## src/rtl/demux1t2_32_stream.sv

```systemverilog
// Registered 1-to-2 valid/ready stream demultiplexer with per-channel
// one-entry output register and transfer counter.
module demux1t2_32_stream #(
  parameter int unsigned WIDTH = 32,
  parameter int unsigned CNT_W = 16
) (
  input  logic             clk,
  input  logic             rst,
  input  logic             s,
  input  logic             i_valid,
  input  logic [WIDTH-1:0] i_data,
  output logic             i_ready,
  output logic             o0_valid,
  output logic [WIDTH-1:0] o0_data,
  input  logic             o0_ready,
  output logic             o1_valid,
  output logic [WIDTH-1:0] o1_data,
  input  logic             o1_ready,
  output logic [CNT_W-1:0] cnt0,
  output logic [CNT_W-1:0] cnt1,
  output logic             busy
);

  typedef enum logic {
    ST_EMPTY = 1'b0,
    ST_FULL  = 1'b1
  } state_t;

  logic [1:0]       w_out_ready;
  logic [1:0]       w_room;
  logic [1:0]       w_valid_nxt;
  logic [1:0]       w_valid;
  logic [WIDTH-1:0] w_data [2];
  logic [CNT_W-1:0] w_cnt  [2];
  logic             r_busy;

  assign w_out_ready = {o1_ready, o0_ready};

  // Only the selected channel can stall the producer.
  assign i_ready = s ? w_room[1] : w_room[0];

  for (genvar k = 0; k < 2; k++) begin : g_ch
    localparam logic SEL = (k == 1);

    state_t           r_state;
    logic [WIDTH-1:0] r_data;
    logic [CNT_W-1:0] r_cnt;
    logic             w_push;
    logic             w_pop;

    assign w_pop     = (r_state == ST_FULL) & w_out_ready[k];
    assign w_push    = i_valid & i_ready & (s == SEL);
    assign w_room[k] = (r_state == ST_EMPTY) | w_out_ready[k];
    assign w_valid_nxt[k] = w_push | ((r_state == ST_FULL) & ~w_pop);

    always_ff @(posedge clk or posedge rst) begin
      if (rst) begin
        r_state <= ST_EMPTY;
        r_data  <= '0;
        r_cnt   <= '0;
      end else begin
        case (r_state)
          ST_EMPTY: begin
            if (w_push) begin
              r_state <= ST_FULL;
              r_data  <= i_data;
            end
          end
          ST_FULL: begin
            // A push in the same cycle as a pop refills the register directly.
            if (w_push) begin
              r_data <= i_data;
            end else if (w_pop) begin
              r_state <= ST_EMPTY;
            end
          end
          default: r_state <= ST_EMPTY;
        endcase
        if (w_pop) begin
          r_cnt <= r_cnt + CNT_W'(1);
        end
      end
    end

    assign w_valid[k] = (r_state == ST_FULL);
    assign w_data[k]  = r_data;
    assign w_cnt[k]   = r_cnt;
  end

  always_ff @(posedge clk or posedge rst) begin
    if (rst) begin
      r_busy <= 1'b0;
    end else begin
      r_busy <= |w_valid_nxt;
    end
  end

  assign o0_valid = w_valid[0];
  assign o1_valid = w_valid[1];
  assign o0_data  = w_data[0];
  assign o1_data  = w_data[1];
  assign cnt0     = w_cnt[0];
  assign cnt1     = w_cnt[1];
  assign busy     = r_busy;

endmodule

```

## config.mk

```make
export PLATFORM = sky130hd
export DESIGN_NAME = demux1t2_32_stream
export DESIGN_NICKNAME = d
export VERILOG_FILES = /design/src/rtl/demux1t2_32_stream.sv
export SDC_FILE = /design/constraint.sdc
export NUM_CORES = 1
export LEC_CHECK = 0
export CORE_ASPECT_RATIO = 2
export CORE_MARGIN = 4
export CORE_UTILIZATION = 45
export DETAILED_ROUTE_END_ITERATION = 10
export MAX_ROUTING_LAYER = met4
export PLACE_DENSITY = 0.8
export REMOVE_ABC_BUFFERS = 1
export SLEW_MARGIN = 15
export SYNTH_ARGS = -nofsm -noshare
export SYNTH_HDL_FRONTEND = slang
export SYNTH_SLANG_ARGS = --single-unit
```

## constraint.sdc

```tcl
create_clock -name clk -period 4.6 [get_ports clk]
set_clock_uncertainty 0.1 [all_clocks]
set_input_delay 0.69 -clock clk [delete_from_list [all_inputs] [get_ports clk]]
set_output_delay 0.69 -clock clk [all_outputs]
set_load 0.01 [all_outputs]
```

==> results.py <==
metrics = {
    "power_and_ir_drop": {
        "ir_worst_vdd_v": 0.0002537,
        "powerDensity_nw_per_um2": 452.2,
        "p_leak_nw": 2.421,
    },
    "sta": {
        "relSlewSlack_pct": 35.59,
        "setup_violations": 0,
        "fmax_mhz": 337.6,
        "period_needed_ns": 2.962,
        "period_share_pct": 64.38,
        "finalMaxSlewViolations": 0,
        "tightest_slew_ns": 0.9641,
        "finalHoldViolCount": 0,
        "rsz0062_at_grt": "no",
        "tns_ns": 0,
    },
    "detailed_routing": {
        "first_pass_iters": 4,
        "drc": 0,
        "viasPerCell": 5.077,
        "routedWlPerCell_microns": 17.29,
        "dr.first_iter.drc_count": 84,
        "wl_microns": 8803,
        "ant_nets": 0,
        "vias": 2584,
    },
    "floorplan": {
        "die_area_sq_um": 10370,
        "die_x_microns": 74.03,
        "coreArea_sq_um": 8588,
        "start_util_pct": 45.69,
        "die_h_microns": 140.1,
        "io_pins": 138,
        "fp-row-count": 48,
    },
    "worst_setup_path": {
        "cp_data_required_time_ns": 3.81,
        "critPathLaunchType": "input pin",
        "endpoint_kind": "output port",
        "critPathBufInv": 2,
        "cp_slowest_cell": "clkdlybuf4s50_1",
        "cp_top_family": "buffers and inverters",
        "worstPathCellList": "clkdlybuf4s50_1 -> nand2b_2 -> mux2_2 -> clkdlybuf4s50_1",
        "setup.worst_path.start": "o0_ready",
        "r2r-start": "o1_valid$_DFF_PP0_",
        "critical_path.max_stage_delay_ns": 0.48,
        "cp.arrival_ns": 2.17,
        "crit_top_cell": "clkdlybuf4s50_1",
        "path_class": "in2out",
        "cp_max_fo": 4,
    },
    "place": {
        "routabilityCongestion": 0.7910,
        "hpwlAfterDp_microns": 6478,
        "io_buffers": 137,
        "placed_area_sq_um": 5378,
    },
    "clock_network": {
        "numCtsBuffers": 9,
        "clockBufferDepth": 2,
        "hold_buffers": 0,
        "cts.clk_slew.worst_paths_ns": 0.06,
        "post_cts_buffers": 0,
        "cts_resized": 0,
        "cts_max_level": 3,
        "clock_latency_ns": 0.34,
        "cts_sinks": 99,
        "cts_tree": "built",
        "clockRootBuffer": "clkbuf_16",
    },
    "outcome": {
        "outcome": "completed",
    },
    "synth": {
        "synth-seq-area-share_pct": 63.14,
        "synthTopCellsByCount": "dfrtp_1, mux2_1, mux2_2, xnor2_1, nand2_1",
        "ys_ff_latch": 99,
        "synth_edf_count": 0,
        "synth_cells": 262,
        "synthArstFlopShare_pct": 100.0,
        "synth_ff_type": "dfrtp_1",
        "yosys.area.top_type": "dfrtp_1",
        "synth_area_leaders": "dfrtp_1, mux2_1, mux2_2, xnor2_1, nand3_1",
        "yosysMostFrequentCell": "dfrtp_1",
        "avgSynthCellArea_sq_um": 14.98,
        "synth_top_area_share_pct": 63.14,
        "synthesis.area_sq_um": 3924,
        "synth.distinct_cells": 25,
        "ys_warn_count": 0,
    },
    "layout": {
        "drive_gt1_share_pct": 12.71,
        "syn_to_final_growth_pct": 45.44,
        "utilization_pct": 66.45,
        "nNetsFinal": 444,
        "design_area_sq_um": 5707,
        "n_antenna_cell": 0,
    },
    "worst_hold_path": {
        "hold_start": "cnt0[15]$_DFFE_PP0N_",
        "min_path_type": "reg2reg",
    },
    "grt": {
        "grt_util_all_layers_pct": 18.68,
        "grt_max_degree": 76,
        "antenna_found_initial": 0,
        "grt_pass1_vias": 2730,
        "grt_pass1_wl_microns": 14100,
        "grt-ovfl-total": 0,
    },
    "job": {
        "cap_violations": 0,
    },
}
worst paths after layout:
check                                          end  slack, ns  cells past startpoint
max                                        i_ready       1.64                      4
min                           cnt0[15]$_DFFE_PP0N_       0.38                      1
max reg2reg                o1_data[13]$_DFFE_PP0P_       2.61                      3
min reg2reg                   cnt0[15]$_DFFE_PP0N_       0.38                      1
max in group asynchronous      cnt1[0]$_DFFE_PP0N_       2.71                      3
min in group asynchronous   o1_data[4]$_DFFE_PP0P_       0.81                      2
cell type report:
cell class                 count  area, sq um
inverter                       4        17.52
tap                          100        125.1
multi-input combinational    152         1379
fill                         666         2882
clock inverter                 4        72.57
sequential                    99         2477
timing repair buffer         138         1379
clock buffer                  12        256.5
state kept, by name, indices dropped and copies added (netlist names):
signal and flops:
busy 1, cnt0 16, cnt1 16, o0_data 32, o0_valid 1, o1_data 32, o1_valid 1
where the power goes:
group / switching (mW) / leakage, nW / internal, mW
clock network: 0.310 / 0.159 / 0.505
logic: 0.243 / 1.05 / 0.389
registers: 0.114 / 1.21 / 1.02
placed cells by master, fill, tap and decap left out, drive strengths merged, types with 3 or more instances in the layout:
master,instances
dfrtp,99
xnor2,24
nand2,15
clkbuf,12
nand4,6
mux2,67
nor3,4
xor2,6
inv,4
nand3,12
nor2,4
clkdlybuf4s50,137
and4,3
through the flow:
stage	power [mW]	hold slack [ns]	worst slack [ns]	instances
5_1_grt	2.709	0.3946	1.575	509
2_1_floorplan	1.380	0.4075	1.220	255
3_5_place_dp	1.794	0.3694	1.641	493
6_report	2.580	0.3822	1.638	509
3_3_place_gp	1.772	0.3626	1.638	493
4_1_cts	2.617	0.3783	1.634	509
cells by family (layout without fill, tap and decap cells):
logic type,count (synthesis),after routing,synth area share (%)
xor+xnor,30,30,6.696
fa+ha+maj,2,2,0.6377
buf+inv,11,158,1.913
flops,99,99,63.14
mux,67,67,19.23
simple gates,53,53,8.387
metal layers:
metal / routed length (microns) / global-route usage, %
met3: 378 / 3.664
met2: 5088 / 32.30
met1: 3133 / 20.23
met4: 202 / 7.736
met5: 0 / -
Power figures use the tool's default switching activity.
